`config.mk`:
```
export PLATFORM = sky130hd
export DESIGN_NAME = hk_fetch_seq
export DESIGN_NICKNAME = d
export VERILOG_FILES = /design/src/rtl/hk_fetch_seq.sv
export SDC_FILE = /design/constraint.sdc
export NUM_CORES = 1
export LEC_CHECK = 0
export CORE_ASPECT_RATIO = 1.75
export CORE_MARGIN = 4
export CORE_UTILIZATION = 55
export DETAILED_ROUTE_END_ITERATION = 8
export HOLD_SLACK_MARGIN = 0.1
export PLACE_DENSITY_LB_ADDON = 0.3
export SKIP_CTS_REPAIR_TIMING = 1
export SYNTH_ARGS = -nofsm -noshare
export SYNTH_HDL_FRONTEND = slang
export SYNTH_SLANG_ARGS = --single-unit
```
`constraint.sdc`:
```
create_clock -name clk_i -period 7 [get_ports clk_i]
set_clock_uncertainty 0.2 [all_clocks]
set_input_delay 1.75 -clock clk_i [delete_from_list [all_inputs] [get_ports clk_i]]
set_output_delay 1.75 -clock clk_i [all_outputs]
set_load 0.1 [all_outputs]
```
`src/rtl/hk_fetch_seq.sv`:
```
// hk_fetch_seq: loads the eight H words from the H/K constant memory into a
// parallel bank, then streams the 64 K round constants through a 2-entry skid buffer.
module hk_fetch_seq (
    input  logic         clk_i,
    input  logic         rst_n_i,
    input  logic         start_i,
    input  logic         hk_rdy_i,
    input  logic [31:0]  hk_dr_i,
    output logic         hk_selector_o,
    output logic [2:0]   h_addr_o,
    output logic [5:0]   k_addr_o,
    output logic [255:0] h_out_o,
    output logic         h_vld_o,
    output logic [31:0]  k_out_o,
    output logic         k_vld_o,
    input  logic         k_rdy_i,
    output logic [5:0]   round_o,
    output logic         k_last_o,
    output logic         busy_o,
    output logic         done_o
);

    typedef enum logic [2:0] {
        S_IDLE     = 3'd0,
        S_WAIT_MEM = 3'd1,
        S_LOAD_H   = 3'd2,
        S_STREAM_K = 3'd3,
        S_FINISH   = 3'd4
    } state_e;

    state_e          state_q;
    logic            hk_sel_q;
    logic [2:0]      h_addr_q;
    logic [5:0]      k_addr_q;
    logic [255:0]    h_out_q;
    logic            h_vld_q;
    logic            busy_q;
    logic            done_q;
    logic [6:0]      issue_cnt_q;
    logic            inflight_q;
    logic [1:0]      occ_q;
    logic [1:0]      occ_d;
    logic [1:0][31:0] buf_data_q;
    logic [1:0][31:0] buf_data_d;
    logic [1:0][5:0]  buf_round_q;
    logic [1:0][5:0]  buf_round_d;
    logic            xfer_s;
    logic            last_xfer_s;
    logic            issue_s;
    logic [1:0]      occ_pop_s;

    // Skid buffer next state: pop the head on transfer, then append the word fetched last cycle.
    always_comb begin
        xfer_s      = (occ_q != 2'd0) && k_rdy_i;
        last_xfer_s = xfer_s && (buf_round_q[0] == 6'd63);
        occ_pop_s   = occ_q - {1'b0, xfer_s};
        // Occupancy plus the fetch in flight may never exceed the two buffer slots.
        issue_s     = (state_q == S_STREAM_K) && (issue_cnt_q < 7'd64) &&
                      (({1'b0, occ_pop_s} + {2'b00, inflight_q}) < 3'd2);
        buf_data_d  = buf_data_q;
        buf_round_d = buf_round_q;
        if (xfer_s) begin
            buf_data_d[0]  = buf_data_q[1];
            buf_round_d[0] = buf_round_q[1];
        end else begin
            buf_data_d[0]  = buf_data_q[0];
            buf_round_d[0] = buf_round_q[0];
        end
        if (inflight_q) begin
            buf_data_d[occ_pop_s[0]]  = hk_dr_i;
            buf_round_d[occ_pop_s[0]] = k_addr_q;
            occ_d = occ_pop_s + 2'd1;
        end else begin
            occ_d = occ_pop_s;
        end
    end

    // Sequencer state, memory addressing, H bank capture and buffer registers.
    always_ff @(posedge clk_i or negedge rst_n_i) begin
        if (!rst_n_i) begin
            state_q     <= S_IDLE;
            hk_sel_q    <= 1'b0;
            h_addr_q    <= 3'd0;
            k_addr_q    <= 6'd0;
            h_out_q     <= 256'd0;
            h_vld_q     <= 1'b0;
            busy_q      <= 1'b0;
            done_q      <= 1'b0;
            issue_cnt_q <= 7'd0;
            inflight_q  <= 1'b0;
            occ_q       <= 2'd0;
            buf_data_q  <= '0;
            buf_round_q <= '0;
        end else begin
            occ_q       <= occ_d;
            buf_data_q  <= buf_data_d;
            buf_round_q <= buf_round_d;
            done_q      <= 1'b0;
            inflight_q  <= issue_s;
            if (issue_s) begin
                k_addr_q    <= issue_cnt_q[5:0];
                issue_cnt_q <= issue_cnt_q + 7'd1;
            end
            case (state_q)
                S_IDLE: begin
                    if (start_i) begin
                        h_vld_q <= 1'b0;
                        busy_q  <= 1'b1;
                        if (hk_rdy_i) begin
                            state_q  <= S_LOAD_H;
                            hk_sel_q <= 1'b0;
                            h_addr_q <= 3'd0;
                        end else begin
                            state_q  <= S_WAIT_MEM;
                        end
                    end
                end
                S_WAIT_MEM: begin
                    if (hk_rdy_i) begin
                        state_q  <= S_LOAD_H;
                        hk_sel_q <= 1'b0;
                        h_addr_q <= 3'd0;
                    end
                end
                S_LOAD_H: begin
                    // Read data belongs to the address driven during the cycle just ended.
                    h_out_q[{~h_addr_q, 5'd0} +: 32] <= hk_dr_i;
                    if (h_addr_q == 3'd7) begin
                        state_q     <= S_STREAM_K;
                        h_vld_q     <= 1'b1;
                        hk_sel_q    <= 1'b1;
                        k_addr_q    <= 6'd0;
                        issue_cnt_q <= 7'd1;
                        inflight_q  <= 1'b1;
                    end else begin
                        h_addr_q <= h_addr_q + 3'd1;
                    end
                end
                S_STREAM_K: begin
                    if (last_xfer_s) begin
                        state_q <= S_FINISH;
                        done_q  <= 1'b1;
                    end
                end
                S_FINISH: begin
                    state_q <= S_IDLE;
                    busy_q  <= 1'b0;
                end
                default: begin
                    state_q <= S_IDLE;
                    busy_q  <= 1'b0;
                end
            endcase
        end
    end

    assign hk_selector_o = hk_sel_q;
    assign h_addr_o      = h_addr_q;
    assign k_addr_o      = k_addr_q;
    assign h_out_o       = h_out_q;
    assign h_vld_o       = h_vld_q;
    assign k_out_o       = buf_data_q[0];
    assign round_o       = buf_round_q[0];
    assign k_vld_o       = (occ_q != 2'd0);
    assign k_last_o      = (occ_q != 2'd0) && (buf_round_q[0] == 6'd63);
    assign busy_o        = busy_q;
    assign done_o        = done_q;

endmodule

```
==> results of run 1 <==
## through the flow
| stage | area (um^2) | worst slack [ns] | hold WS [ns] |
|---|---|---|---|
| 2_1_floorplan | 16000 | 1.95 | 0.271 |
| 3_3_place_gp | 19300 | 2.60 | 0.268 |
| 3_5_place_dp | 19300 | 2.51 | 0.276 |
| 4_1_cts | 20400 | 2.44 | 0.294 |
| 5_1_grt | 20400 | 2.34 | 0.304 |
| 6_report | 20400 | 2.46 | 0.292 |
## logic make-up (layout without fill, tap and decap cells)
kind of cell	after synthesis	in the layout	synth area share, %
DFF	358	358	56.0
muxes	344	344	22.7
and+or+nand+nor	316	316	9.52
buffers and inverters	313	584	8.97
AOI/OAI and AO/OA	60	60	2.07
adders and majority gates	8	8	0.626
xor gates and xnor gates	2	2	0.110
## area by class of cell
cell class,instances,area [um^2],area share [%]
tap,378,473,2.32
multi-input combinational,730,5670,27.8
sequential,358,8960,43.9
clock inverter,11,86.3,0.423
clock buffer,48,1020,4.99
timing repair buffer,360,3580,17.6
inverter,165,619,3.04
## cell usage after synthesis (2+ instances only)
cell       instances  area [um^2]
dfrtp_1          358         8960
nand2_1          211          792
mux2i_1          202         2020
inv_1            165          619
mux2_2           108         1220
buf_4             59          443
clkbuf_1          59          221
and3_1            47          294
o21ai_0           43          215
mux2_1            34          383
buf_2             29          145
and2_1            13         81.3
ha_1               8          100
nand3_1            6         30.0
a21oi_1            5         25.0
nor2_1             5         18.8
nor4_1             5         31.3
nand4bb_1          3         33.8
nor3_1             3         15.0
nor3b_1            3         22.5
o31ai_1            3         22.5
a21o_1             2         15.0
a31oi_1            2         12.5
and3b_1            2         17.5
and4b_1            2         20.0
and4bb_2           2         25.0
nand3b_1           2         15.0
nor2b_1            2         12.5
## routing by layer
metal	wire, um	vias up
met5	0	-
met4	2540	0
met3	2540	125
met2	23300	366
met1	16500	5525
li1	-	4985
## flip-flops by register name, summed over array words and instances, names as in the netlist
register,count
h_addr_o,3
done_o,1
busy_o,1
h_out_o,256
occ_q,2
issue_cnt_q,7
h_vld_o,1
buf_data_q,32
inflight_q,1
k_out_o,32
k_addr_o,6
buf_round_q,6
round_o,6
state_q,3
hk_selector_o,1
## worst max-delay path by stage
stage | from | endpoint | slack [ns]
final | h_addr_o[0] | h_addr_o[0] | 2.46
after CTS | h_addr_o[0] | h_addr_o[0] | 2.44
after detailed placement | k_rdy_i | issue_cnt_q[0] | 2.51
after floorplan | occ_q[1] | k_last_o | 1.95
after global placement | k_rdy_i | issue_cnt_q[0] | 2.60
after global routing | h_addr_o[0] | h_addr_o[0] | 2.34
==> results by group, run 1 <==
Status
  – Run status: completed

Route
  – Via Count: 11001
  – Total Wirelength: approximately 45000 um
  – DRT antenna net count: 0
  – Routed len/inst: 21.9 um
  – Drt pass-1 iters: 4
  – Post-route DRC: 0
  – Via-per-instance ratio: between 5 and 6
  – DR iter-0 viols: just under 500

Placed design
  – Detailed Place HPWL: a little over 30000 um
  – Placed Cells: ~2000
  – Port-buffer cells: approximately 350
  – Routability Congestion: between 0.8 and 0.9

Yosys
  – Synth Flop Type: dfrtp_1
  – Flop and latch count out of synthesis: approximately 360
  – Post-synth EDFFs: 0
  – Synth warn: 0
  – Post-synth ARST share: 100%
  – Syn nets: approximately 1400
  – Mapped Area: 16000 um^2
  – Cells after Synth: between 1000 and 1500
  – Sequential fraction of the synthesis area: 56.0%
  – Mean Syn Cell Area: 11.4 um^2
  – Post-synthesis cell type count: between 40 and 50

GRT
  – GRT Max-Usage Layer: met2
  – First-pass GRT wire length: about 68000 um
  – Vias in the first global route: approximately 12000
  – Initial antenna violation count: 0
  – Largest net degree at the start of global routing: 156
  – GR Overflow Total: 0
  – Met2 GRT Util: between 40 and 50%
  – M1 GR Usage: between 30% and 40%
  – GR Layer Usage met3: 5.47%
  – Total GRT Usage: between 20% and 30%

STA
  – Final setup fails: 0
  – Pins Over Slew Limit: 0
  – Tmin final: 4.54 ns
  – Final hold viol count: 0
  – RSZ-0062 raised after global routing: false
  – F_max: approximately 220 MHz
  – Slew at the pin closest to its max-slew limit: between 1 and 1.5 ns
  – Rel. slew slack: between 20% and 30%
  – TNS Setup: 0 ns
  – Period utilization: roughly two thirds

Worst setup path
  – Cells on worst reg2reg path: 5
  – Crit-path cells: clkdlybuf4s50_1
  – Worst-path fanout max: 18
  – FF-to-FF setup slack: around 3 ns
  – CP Class: reg2out
  – CP max-delay cell: clkdlybuf4s50_1
  – Worst R2R End: h_out_o[172]
  – Critical path launch point type: flip-flop
  – Worst path top cell family by delay: buffers and inverters
  – Reg2Reg Launch Point: h_addr_o[0]
  – Arrival @ worst endpoint: around 2.6 ns
  – CP endpoint kind: output pin
  – Worst EP required: about 5.1 ns
  – Max incr delay on CP: 1.31 ns
  – Crit path depth: 1
  – Crit path buffers/inverters: 1

Die
  – Initial core utilization: a little under three fifths
  – Die Wd: 137 um
  – # rows: 82
  – Chip height: 234 um
  – Die area: 32000 um^2
  – I/O pin cnt: 346
  – Core Area: between 20000 and 30000 um^2

Cells and area
  – Filler instances: a little over 2000
  – Layout Cells excl Fill: just over 2000
  – Share of post-route cells with drive strength above 1: a little under an eighth
  – Commonest non-fill, non-tap cell in the layout: dfrtp_1
  – # nets final: approximately 1700
  – Area Growth Syn to Fin: 27.7%
  – Ant diodes: 0
  – Most frequent cells in the layout: dfrtp_1 (358), clkdlybuf4s50_1 (344), nand2_1 (211), mux2i_1 (202), inv_1 (165)
  – Final core occ: between 70% and 80%

Clock tree
  – H-tree Lvls: 2
  – CTS tree: yes
  – Clock Tree Buf Depth: 3
  – Worst-Skew Late Latency: ~0.53 ns
  – Clk slew on worst S/H paths: approximately 0.060 ns
  – Clock Sinks: between 300 and 400
  – Number of buffers created by CTS: 34
  – Root buffer cell: clkbuf_16

Hold path
  – Hold EP: h_out_o[25]
  – Hold Path Depth: 1
  – Worst hold path type: reg2reg
  – Hold Startpoint: h_out_o[25]

Job
  – Max-cap violations: 0
Power of run 1 is not shown: default switching activity piles up to over one toggle a cycle in this logic, so the estimate is an artifact.
==> run 2: changes to the inputs <==
--- a/config.mk
+++ b/config.mk
@@ -7,7 +7,7 @@
 export LEC_CHECK = 0
 export CORE_ASPECT_RATIO = 1.75
 export CORE_MARGIN = 4
-export CORE_UTILIZATION = 55
+export CORE_UTILIZATION = 46
 export DETAILED_ROUTE_END_ITERATION = 8
 export HOLD_SLACK_MARGIN = 0.1
 export PLACE_DENSITY_LB_ADDON = 0.3
==> constraint.sdc (replaced) <==
create_clock -name clk_i -period 4 [get_ports clk_i]
set_clock_uncertainty 0.2 [all_clocks]
set_input_delay 1 -clock clk_i [delete_from_list [all_inputs] [get_ports clk_i]]
set_output_delay 1 -clock clk_i [all_outputs]
set_load 0.1 [all_outputs]
==> results by group, run 2 (synthesis results as in run 1) <==
Status
  – Run status: completed

Worst setup path
  – FF-to-FF setup slack: 0.98 ns (-2.00 ns)
  – Worst path top cell family by delay: buffers and inverters
  – Crit-path cells: or2_2 > clkdlybuf4s50_1
  – Max incr delay on CP: 0.97 ns (-0.34 ns)
  – CP max-delay cell: clkdlybuf4s50_1
  – Worst R2R End: h_out_o[194]
  – Cells on worst reg2reg path: 5 (unchanged)
  – Crit path buffers/inverters: 1 (unchanged)
  – CP startpoint: occ_q[0]
  – Reg2Reg Launch Point: h_addr_o[1]
  – Worst-path fanout max: 3 (-15)
  – CP endpoint kind: output pin
  – Crit path depth: 2 (+1)
  – CP Class: reg2out
  – Crit path to: k_vld_o
  – Arrival @ worst endpoint: 2.23 ns (-0.36 ns)
  – Worst EP required: 2.80 ns (-2.25 ns)
  – Critical path launch point type: flip-flop

Route
  – Routed len/inst: 21.5 um (-2.1%)
  – Drt pass-1 iters: 4 (unchanged)
  – DRT antenna net count: 0 (unchanged)
  – Total Wirelength: 46100 um (+2.6%)
  – Via Count: 10993 (-0.073%)
  – DR iter-0 viols: 545 (+9.7%)
  – Met3 routed wirelength: 2050 um (-19%)
  – Post-route DRC: 0 (unchanged)
  – Metal2 WL: 24300 um (+4.0%)
  – Via-per-instance ratio: 5.12 (-4.7%)
  – Met1 WL: 17100 um (+3.2%)
  – DR top layer: met4

Cells and area
  – Most frequent cells in the layout: dfrtp_1 (358), clkdlybuf4s50_1 (232), nand2_1 (211), mux2i_1 (202), inv_1 (165)
  – Flip-flop count of the largest register after layout: 256 (unchanged)
  – Share of post-route cells with drive strength above 1: 19.5% (+7.5 points)
  – Filler instances: 2954 (+46%)
  – Area Growth Syn to Fin: 27.9%
  – Layout Cells excl Fill: 2149 (+4.8%)
  – Commonest non-fill, non-tap cell in the layout: dfrtp_1
  – Ant diodes: 0 (unchanged)
  – # nets final: 1711 (+1.0%)

STA
  – Pins Over Slew Limit: 0 (unchanged)
  – Final setup fails: 0 (unchanged)
  – Tmin final: ~3.4 ns
  – TNS Setup: 0 ns (unchanged)
  – Slew at the pin closest to its max-slew limit: 1.18 ns (-0.00128 ns)
  – Final hold viol count: 0 (unchanged)
  – Rel. slew slack: 21.5% (+0.085 points)
  – RSZ-0062 raised after global routing: false
  – Period utilization: a little under nine tenths
  – F_max: around 290 MHz

GRT
  – Total GRT Usage: 24.3% (-3.9 points)
  – Initial antenna violation count: 0 (unchanged)
  – Vias in the first global route: 11611 (+0.22%)
  – First-pass GRT wire length: 70500 um (+3.1%)
  – Largest net degree at the start of global routing: 89 (-43%)
  – GR Overflow Total: 0 (unchanged)

Placed design
  – Routability Congestion: 0.811 (-6.9%)
  – Detailed Place HPWL: 32200 um (+5.2%)
  – Port-buffer cells: 345 (unchanged)
  – Placed Cells: 2089 (+4.9%)

Die
  – Chip height: 255 um (+9.0%)
  – # rows: 90 (+9.8%)
  – Die Wd: 149 um (+8.8%)
  – Die area: 37900 um^2 (+19%)
  – Initial core utilization: 46.4% (-9.5 points)
  – Core Area: 34500 um^2 (+20%)
  – I/O pin cnt: 346 (unchanged)

Clock tree
  – Clock Tree Buf Depth: 3 (unchanged)
  – CTS tree: yes
  – Worst-Skew Late Latency: 0.52 ns (about the same)
  – Clock Sinks: 358 (unchanged)
  – Number of buffers created by CTS: 35 (+2.9%)
  – H-tree Lvls: 2 (unchanged)
  – Clk slew on worst S/H paths: 0.06 ns (about the same)
  – Root buffer cell: clkbuf_16

Job
  – Max-cap violations: 0 (unchanged)

Hold path
  – Worst hold path type: in2async
-- run 2: worst reg2reg max path, cell delays in order, from the launching register on --
cell and delay, ns:
dfrtp_1 0.49, ha_1 0.20, ha_1 0.65, and3b_2 0.66, and3_1 0.39, mux2_1 0.30
-- run 2: layout make-up --
| type | instances | area [um^2] | share of cell area, % |
|---|---|---|---|
| Clock buffer | 48 | 997 | 4.88 |
| Multi-Input combinational cell | 730 | 5680 | 27.8 |
| Clock inverter | 12 | 90.1 | 0.441 |
| Timing Repair Buffer | 376 | 3520 | 17.2 |
| Sequential cell | 358 | 8960 | 43.8 |
| Tap cell | 460 | 576 | 2.82 |
| Inverter | 165 | 619 | 3.03 |
-- run 2: stage by stage --
stage / cell area [um^2] / hold slack, ns / setup WS, ns / util [%]
after floorplan: 16000 / 0.271 / 0.672 / -
after global placement: 19400 / 0.272 / 0.540 / 56.2
after detailed placement: 19400 / 0.281 / 0.441 / 56.2
after CTS: 20400 / 0.295 / 0.541 / 59.3
after global routing: 20400 / 0.301 / 0.510 / 59.3
final: 20400 / 0.290 / 0.570 / 59.3
-- run 2: worst min-delay path by stage --
stage / startpoint / to / slack [ns]
2_1_floorplan: issue_cnt_q[2] / issue_cnt_q[2] / 0.27
3_3_place_gp: h_out_o[196] / h_out_o[196] / 0.27
3_5_place_dp: h_out_o[14] / h_out_o[14] / 0.28
4_1_cts: h_out_o[27] / h_out_o[27] / 0.30
5_1_grt: h_out_o[27] / h_out_o[27] / 0.30
6_report: rst_n_i / h_out_o[246] / 0.29
-- run 2: routing by layer --
layer,track usage (%),vias up
met4,12.6,0
li1,-,5021
met1,28.5,5538
met5,0,-
met3,3.93,124
met2,42.7,310
Power of run 2 is left out for the same reason.
